### config.mk
export PLATFORM = sky130hd
export DESIGN_NAME = npc_mc_core_ctrl
export DESIGN_NICKNAME = d
export VERILOG_FILES = /design/src/rtl/npc_core_pkg.sv /design/src/rtl/npc_bus_watchdog.sv /design/src/rtl/npc_mc_core_ctrl.sv
export SDC_FILE = /design/constraint.sdc
export NUM_CORES = 1
export LEC_CHECK = 0
export BUFFER_PORTS_ARGS = -buffer_cell sky130_fd_sc_hd__buf_2
export CAP_MARGIN = 40
export CELL_PAD_IN_SITES_DETAIL_PLACEMENT = 0
export CELL_PAD_IN_SITES_GLOBAL_PLACEMENT = 1
export CORE_MARGIN = 2
export CORE_UTILIZATION = 36
export DETAILED_ROUTE_END_ITERATION = 10
export HOLD_SLACK_MARGIN = 0.12
export PLACE_DENSITY = 0.77
export SYNTH_ARGS = -nofsm -noshare
export SYNTH_HDL_FRONTEND = slang
export SYNTH_HIERARCHICAL = 1
export SYNTH_SLANG_ARGS = --single-unit
### constraint.sdc
create_clock -name clk -period 4.4 [get_ports clk]
set_input_delay 0.44 -clock clk [delete_from_list [all_inputs] [get_ports clk]]
set_output_delay 0.44 -clock clk [all_outputs]
set_load 0.005 [all_outputs]
### src/rtl/npc_core_pkg.sv
// Shared types and constants for the multi-cycle NPC core sequencer.
// FSM states, IDU class codes, halt reasons and the default reset PC.
package npc_core_pkg;

    typedef enum logic [2:0] {
        ST_FETCH_REQ,
        ST_FETCH_WAIT,
        ST_EXEC,
        ST_MEM_REQ,
        ST_MEM_WAIT,
        ST_WB,
        ST_HALT
    } state_e;

    localparam logic [2:0] CLS_ALU    = 3'd0;
    localparam logic [2:0] CLS_JUMP   = 3'd1;
    localparam logic [2:0] CLS_BRANCH = 3'd2;
    localparam logic [2:0] CLS_LOAD   = 3'd3;
    localparam logic [2:0] CLS_STORE  = 3'd4;
    localparam logic [2:0] CLS_EBREAK = 3'd5;

    localparam logic [1:0] HC_EBREAK  = 2'd0;
    localparam logic [1:0] HC_ILLEGAL = 2'd1;
    localparam logic [1:0] HC_BUSERR  = 2'd2;
    localparam logic [1:0] HC_TIMEOUT = 2'd3;

    localparam logic [31:0] NPC_RESET_PC = 32'h8000_0000;

    function automatic logic cls_writes_rd(input logic [2:0] cls);
        return (cls == CLS_ALU) || (cls == CLS_JUMP) || (cls == CLS_LOAD);
    endfunction

endpackage

### src/rtl/npc_bus_watchdog.sv
// Cycle counter bounding how long the core may sit in a bus state.
// Counts while enabled, restarts on clear, flags expiry on the last allowed cycle.
module npc_bus_watchdog #(
    parameter int unsigned TIMEOUT = 255
) (
    input  logic clk,
    input  logic rst,
    input  logic i_clr,
    input  logic i_en,
    output logic o_expire
);

    localparam logic [15:0] LIMIT = 16'(TIMEOUT - 1);

    logic [15:0] r_cnt;
    logic [15:0] w_cnt;

    assign w_cnt    = i_clr ? 16'd0 : r_cnt;
    assign o_expire = i_en && (w_cnt == LIMIT);

    always_ff @(posedge clk) begin
        if (!rst) begin
            r_cnt <= 16'd0;
        end else if (!i_en) begin
            r_cnt <= 16'd0;
        end else if (w_cnt != LIMIT) begin
            r_cnt <= w_cnt + 16'd1;
        end else begin
            r_cnt <= w_cnt;
        end
    end

endmodule

### src/rtl/npc_mc_core_ctrl.sv
// Multi-cycle sequencer: owns PC and RF write strobe, walks fetch and
// load/store through valid/ready handshakes, halts stickily on faults.
module npc_mc_core_ctrl
    import npc_core_pkg::*;
#(
    parameter logic [31:0] RESET_PC = NPC_RESET_PC,
    parameter int unsigned NR_REGS  = 32,
    parameter int unsigned TIMEOUT  = 255
) (
    input  logic        clk,
    input  logic        rst,
    output logic        ifu_req_valid,
    output logic [31:0] ifu_req_addr,
    input  logic        ifu_req_ready,
    input  logic        ifu_rsp_valid,
    input  logic [31:0] ifu_rsp_data,
    input  logic        ifu_rsp_err,
    output logic [31:0] inst,
    input  logic [2:0]  dec_cls,
    input  logic [4:0]  dec_rd,
    input  logic [31:0] exu_result,
    input  logic        br_taken,
    output logic        lsu_req_valid,
    output logic        lsu_req_we,
    input  logic        lsu_req_ready,
    input  logic        lsu_rsp_valid,
    input  logic [31:0] lsu_rsp_data,
    input  logic        lsu_rsp_err,
    output logic        rf_wen,
    output logic [4:0]  rf_waddr,
    output logic [31:0] rf_wdata,
    output logic [31:0] pc,
    output logic        retire,
    output logic        halted,
    output logic [1:0]  halt_code,
    output logic        ebreak_pulse
);

    state_e      r_state;
    state_e      r_prev;
    logic [31:0] r_pc;
    logic [31:0] r_inst;
    logic [31:0] r_ldata;
    logic [1:0]  r_code;
    logic        r_ebreak;
    logic        r_live;

    logic [31:0] w_pc4;
    logic [31:0] w_next_pc;
    logic        w_misalign;
    logic        w_rd_bad;
    logic        w_wb_ok;
    logic        w_ifu_valid;
    logic        w_bus_st;
    logic        w_expire;

    // r_live keeps request valids low for the cycle following reset
    assign w_ifu_valid = r_live && (r_state == ST_FETCH_REQ);
    assign w_bus_st    = r_live && ((r_state == ST_FETCH_REQ)
                      || (r_state == ST_FETCH_WAIT)
                      || (r_state == ST_MEM_REQ)
                      || (r_state == ST_MEM_WAIT));

    assign w_pc4      = r_pc + 32'd4;
    assign w_misalign = |w_next_pc[1:0];
    assign w_rd_bad   = 32'(dec_rd) >= NR_REGS;
    assign w_wb_ok    = (r_state == ST_WB) && !w_misalign;

    always_comb begin
        w_next_pc = w_pc4;
        if (dec_cls == CLS_JUMP) begin
            w_next_pc = exu_result;
        end else if ((dec_cls == CLS_BRANCH) && br_taken) begin
            w_next_pc = exu_result;
        end
    end

    always_comb begin
        rf_wdata = exu_result;
        priority case (1'b1)
            (dec_cls == CLS_JUMP): rf_wdata = w_pc4;
            (dec_cls == CLS_LOAD): rf_wdata = r_ldata;
            default:               rf_wdata = exu_result;
        endcase
    end

    npc_bus_watchdog #(
        .TIMEOUT (TIMEOUT)
    ) u_wdog (
        .clk      (clk),
        .rst      (rst),
        .i_clr    (r_state != r_prev),
        .i_en     (w_bus_st),
        .o_expire (w_expire)
    );

    assign ifu_req_valid = w_ifu_valid;
    assign ifu_req_addr  = r_pc;
    assign inst          = r_inst;
    assign lsu_req_valid = (r_state == ST_MEM_REQ);
    assign lsu_req_we    = (r_state == ST_MEM_REQ) && (dec_cls == CLS_STORE);
    assign rf_wen        = w_wb_ok && cls_writes_rd(dec_cls) && (dec_rd != 5'd0);
    assign rf_waddr      = dec_rd;
    assign pc            = r_pc;
    assign retire        = w_wb_ok;
    assign halted        = (r_state == ST_HALT);
    assign halt_code     = r_code;
    assign ebreak_pulse  = r_ebreak;

    // Handshakes and responses are checked before expiry so they win a tie
    always_ff @(posedge clk) begin
        if (!rst) begin
            r_state  <= ST_FETCH_REQ;
            r_prev   <= ST_FETCH_REQ;
            r_pc     <= RESET_PC;
            r_inst   <= 32'd0;
            r_ldata  <= 32'd0;
            r_code   <= HC_EBREAK;
            r_ebreak <= 1'b0;
            r_live   <= 1'b0;
        end else begin
            r_live   <= 1'b1;
            r_prev   <= r_state;
            r_ebreak <= 1'b0;
            unique case (r_state)
                ST_FETCH_REQ: begin
                    if (w_ifu_valid && ifu_req_ready) begin
                        r_state <= ST_FETCH_WAIT;
                    end else if (w_expire) begin
                        r_state <= ST_HALT;
                        r_code  <= HC_TIMEOUT;
                    end
                end
                ST_FETCH_WAIT: begin
                    if (ifu_rsp_valid && ifu_rsp_err) begin
                        r_state <= ST_HALT;
                        r_code  <= HC_BUSERR;
                    end else if (ifu_rsp_valid) begin
                        r_inst  <= ifu_rsp_data;
                        r_state <= ST_EXEC;
                    end else if (w_expire) begin
                        r_state <= ST_HALT;
                        r_code  <= HC_TIMEOUT;
                    end
                end
                ST_EXEC: begin
                    priority case (1'b1)
                        (dec_cls == CLS_EBREAK): begin
                            r_state  <= ST_HALT;
                            r_code   <= HC_EBREAK;
                            r_ebreak <= 1'b1;
                        end
                        (dec_cls[2:1] == 2'b11),
                        (cls_writes_rd(dec_cls) && w_rd_bad): begin
                            r_state <= ST_HALT;
                            r_code  <= HC_ILLEGAL;
                        end
                        (dec_cls == CLS_LOAD),
                        (dec_cls == CLS_STORE): r_state <= ST_MEM_REQ;
                        default:                r_state <= ST_WB;
                    endcase
                end
                ST_MEM_REQ: begin
                    if (lsu_req_ready) begin
                        r_state <= ST_MEM_WAIT;
                    end else if (w_expire) begin
                        r_state <= ST_HALT;
                        r_code  <= HC_TIMEOUT;
                    end
                end
                ST_MEM_WAIT: begin
                    if (lsu_rsp_valid && lsu_rsp_err) begin
                        r_state <= ST_HALT;
                        r_code  <= HC_BUSERR;
                    end else if (lsu_rsp_valid) begin
                        r_ldata <= lsu_rsp_data;
                        r_state <= ST_WB;
                    end else if (w_expire) begin
                        r_state <= ST_HALT;
                        r_code  <= HC_TIMEOUT;
                    end
                end
                ST_WB: begin
                    if (w_misalign) begin
                        r_state <= ST_HALT;
                        r_code  <= HC_ILLEGAL;
                    end else begin
                        r_pc    <= w_next_pc;
                        r_state <= ST_FETCH_REQ;
                    end
                end
                ST_HALT: r_state <= ST_HALT;
                default: r_state <= ST_FETCH_REQ;
            endcase
        end
    end

endmodule

==> key figures <==
Clocking
  • H-Tree Depth: 4
  • Clock Latency Late Sink: roughly 420 ps
  • Post-CTS Setup Inserts: 0
  • Sink Count: around 120
  • Worst-path clk slew: around 60 ps
  • Cts hold-fix bufs: 0
  • CTS tree: yes
  • Post-CTS sizing: 0
  • CTS Buffer Depth: 2
  • CTS buffer count: 17
  • Clock Tree Root: clkbuf_16

Yosys
  • Syn_nets: 1,043
  • Synth Register Bits: around 120
  • Yosys cell types: 69
  • Syn. warnings: 6
  • Cell count after synthesis: about 900
  • Top-count cell post-synth: nand2_1
  • Register area share after synthesis: between 30% and 40%
  • Synth top area share: around 34%
  • Post-synthesis average cell area: just under 8 µm²
  • Yosys top cell by area: dfxtp_1
  • Post-synth top cells: nand2_1 (200), dfxtp_1 (122), a21boi_0 (64)
  • Most common flop cell mapped by yosys: dfxtp_1
  • Main area contributors after synthesis: dfxtp_1 (34%), nand2_1 (10%), a21boi_0 (6.6%), buf_4 (4.0%), mux2_2 (3.4%)
  • EDFF count, synth: 0
  • Ys async rst share: 0%
  • Area of the mapped netlist: a little over 7000 µm²

Hold path
  • Hold Startpoint: lsu_rsp_data[25]
  • Min-Delay Path Class: in2reg
  • Hold endpoint: r_ldata[25]
  • Worst hold path cell count: 3

Worst setup path
  • Setup CP Type: reg2out
  • Largest fanout on the critical path: 9
  • FF-to-FF path depth: 13
  • Critical Path Source Type: flop
  • CP endpoint kind: primary output
  • Worst reg2reg startpoint: r_state[1]
  • Worst reg2reg endpoint: halt_code[0]
  • Critical Path AT: approximately 2900 ps
  • Worst Path Required: about 4000 ps
  • Reg2reg setup slack: between 1000 and 1500 ps

Final layout
  • Layout Cells excl Fill: roughly 1,400
  • Post-layout net count: 1,229
  • Area grow syn2layout: 25.5%
  • Post-route cell area: just over 9000 µm²
  • Fill cell count: 2,015
  • Layout cell share with drive strength beyond 1: between 30 and 40%
  • Core Util, Final: between 40% and 50%

Die
  • Die H: around 150 µm
  • Die area: between 20,000 and 25,000 µm²
  • I/O pins: around 260
  • Core Box Area: between 15,000 and 20,000 µm²
  • Num rows: 51
  • Die Span X: ~150 µm
  • Initial Util: a little under two fifths

Global routing
  • Gr ovfl total: 0
  • Largest net degree at the start of global routing: 85
  • Global-route wire length before repair: 36,200 µm
  • Tot GR Track Use: 21.0%
  • Vias in the first global route: about 6,700
  • Antenna violations before repair: 1

Route
  • DRC viols: 0
  • DR WL/cell: ~16 µm
  • Routed Antenna Nets: 0
  • Vias per cell: slightly above 5
  • Via count: between 7,000 and 8,000
  • TritonRoute pass-1 iters: 5
  • Initial DRC Count: just over 400
  • Routed wire length: roughly 23,000 µm

Power
  • Reg power frac: 35.1%
  • Worst vdd ir: roughly 0.23 mV
  • Sw Share: 28.6%
  • Net switching power: around 0.98 mW
  • Power Total: about 3.4 mW
  • Clock power share: 43.6%
  • Comb power frac: roughly a fifth
  • Cell Int Power: 2.46 mW
  • Leakage Power: between 3 and 4 nW
  • Pwr Density: roughly 380 nW/µm²

STA
  • Final TNS setup: 0 ps
  • Setup-failing EPs final: 0
  • Hold Violations, Final: 0
  • Relative slew margins: approximately 46%
  • Setup Skew: 8.71 ps
  • Unrepaired setup endpoints after global routing: false
  • Final worst slack: roughly 1100 ps
  • Min Tclk post-route: approximately 3300 ps
  • Fmax: 301 MHz
  • Least-Margin Pin Slew: between 800 and 900 ps
  • Tcrit/Tclk final: 75.4%
  • Fin. max-slew vios: 0
  • Final hold slack: between 200 and 300 ps

Placement
  • Dpl ws: around 1500 ps
  • DP Area: ~8500 µm²
  • DP Wirelength: approximately 16,000 µm
  • Dpl cells: approximately 1,400
  • GPL Wtd Cong: 0.828
  • Port-buffer cells: between 200 and 300

Status
  • Outcome: finished clean

Flow run
  • Max Cap Viol: 0
-- metal layers --
metal	track usage, %	vias up	wire length [µm]
met2	34.6	209	10700
met3	4.17	26	1160
met5	0	-	0
li1	-	3592	-
met1	27.5	3347	10300
met4	7.06	0	436
-- registers in the layout, indices dropped and copies added, names as in the netlist --
name	count
halt_code	2
r_prev	3
ebreak_pulse	1
ifu_req_addr	32
r_ldata	32
r_live	1
inst	32
u_wdog/r_cnt	16
r_state	3
-- final cells by class --
cell class / instances / area (µm²) / share of cell area, %
Antenna cell: 1 / 2.50 / 0.0276
Clock buffer: 21 / 460 / 5.07
Clock inverter: 11 / 169 / 1.86
Inverter: 13 / 48.8 / 0.537
Multi-Input combinational cell: 689 / 4190 / 46.2
Sequential cell: 122 / 2440 / 26.9
Tap cell: 265 / 332 / 3.65
Timing Repair Buffer: 270 / 1430 / 15.8
-- critical path, cell delays in order, from the launching register on --
cell	delay [ps]
dfxtp_1	490
ha_1	320
nand4_2	220
nor4_4	690
nand2_1	240
xor2_1	190
a21oi_1	180
buf_2	140
-- cell usage in the layout (no fill, tap or decap), types with 5 or more instances in the layout --
cell,n
xnor2_1,17
nand2_1,200
a31oi_1,10
a21o_1,5
a21boi_1,5
and3_1,12
nand3b_1,7
inv_1,12
nor3_1,10
xor2_1,19
clkbuf_16,17
nor4_1,8
or3_1,7
nand4_1,13
nor2b_1,7
o22ai_1,10
mux2i_1,14
nor2_1,54
dfxtp_1,122
a22o_1,8
o21ai_0,26
and2_1,9
buf_4,15
a21oi_1,49
nand2b_1,7
a21boi_0,64
buf_2,253
nand3_1,25
o31a_1,9
mux2_2,22
-- power by group through the flow --
stage / sequential (mW) / clock, mW / combinational, mW
2_1_floorplan: 1.23 / 0 / 0.477
3_3_place_gp: 1.23 / 0 / 0.726
3_5_place_dp: 1.23 / 0 / 0.734
4_1_cts: 1.21 / 1.53 / 0.739
5_1_grt: 1.21 / 1.58 / 0.820
6_report: 1.21 / 1.50 / 0.735
-- logic make-up (layout without fill, tap and decap cells) --
group | after synthesis | after routing | synth area share (%)
muxes | 36 | 36 | 5.36
AOI/OAI and AO/OA | 225 | 225 | 21.5
buffers and inverters | 116 | 315 | 8.46
xor gates and xnor gates | 36 | 36 | 4.36
and+or+nand+nor | 389 | 389 | 26.0
DFF | 122 | 122 | 33.8
other | 0 | 1 | 0
adders and majority gates | 3 | 3 | 0.519
-- worst max-delay path by stage --
stage	from	end	depth (start not counted)
after floorplan	r_state[1]	halt_code[0]	15
after global placement	dec_cls[0]	ifu_req_addr[22]	8
after detailed placement	r_state[1]	halt_code[0]	13
after CTS	ifu_req_addr[2]	rf_wdata[22]	7
after global routing	ifu_req_addr[2]	rf_wdata[22]	7
final	ifu_req_addr[2]	rf_wdata[24]	7
Note: power is estimated with default switching activity, not from simulation.
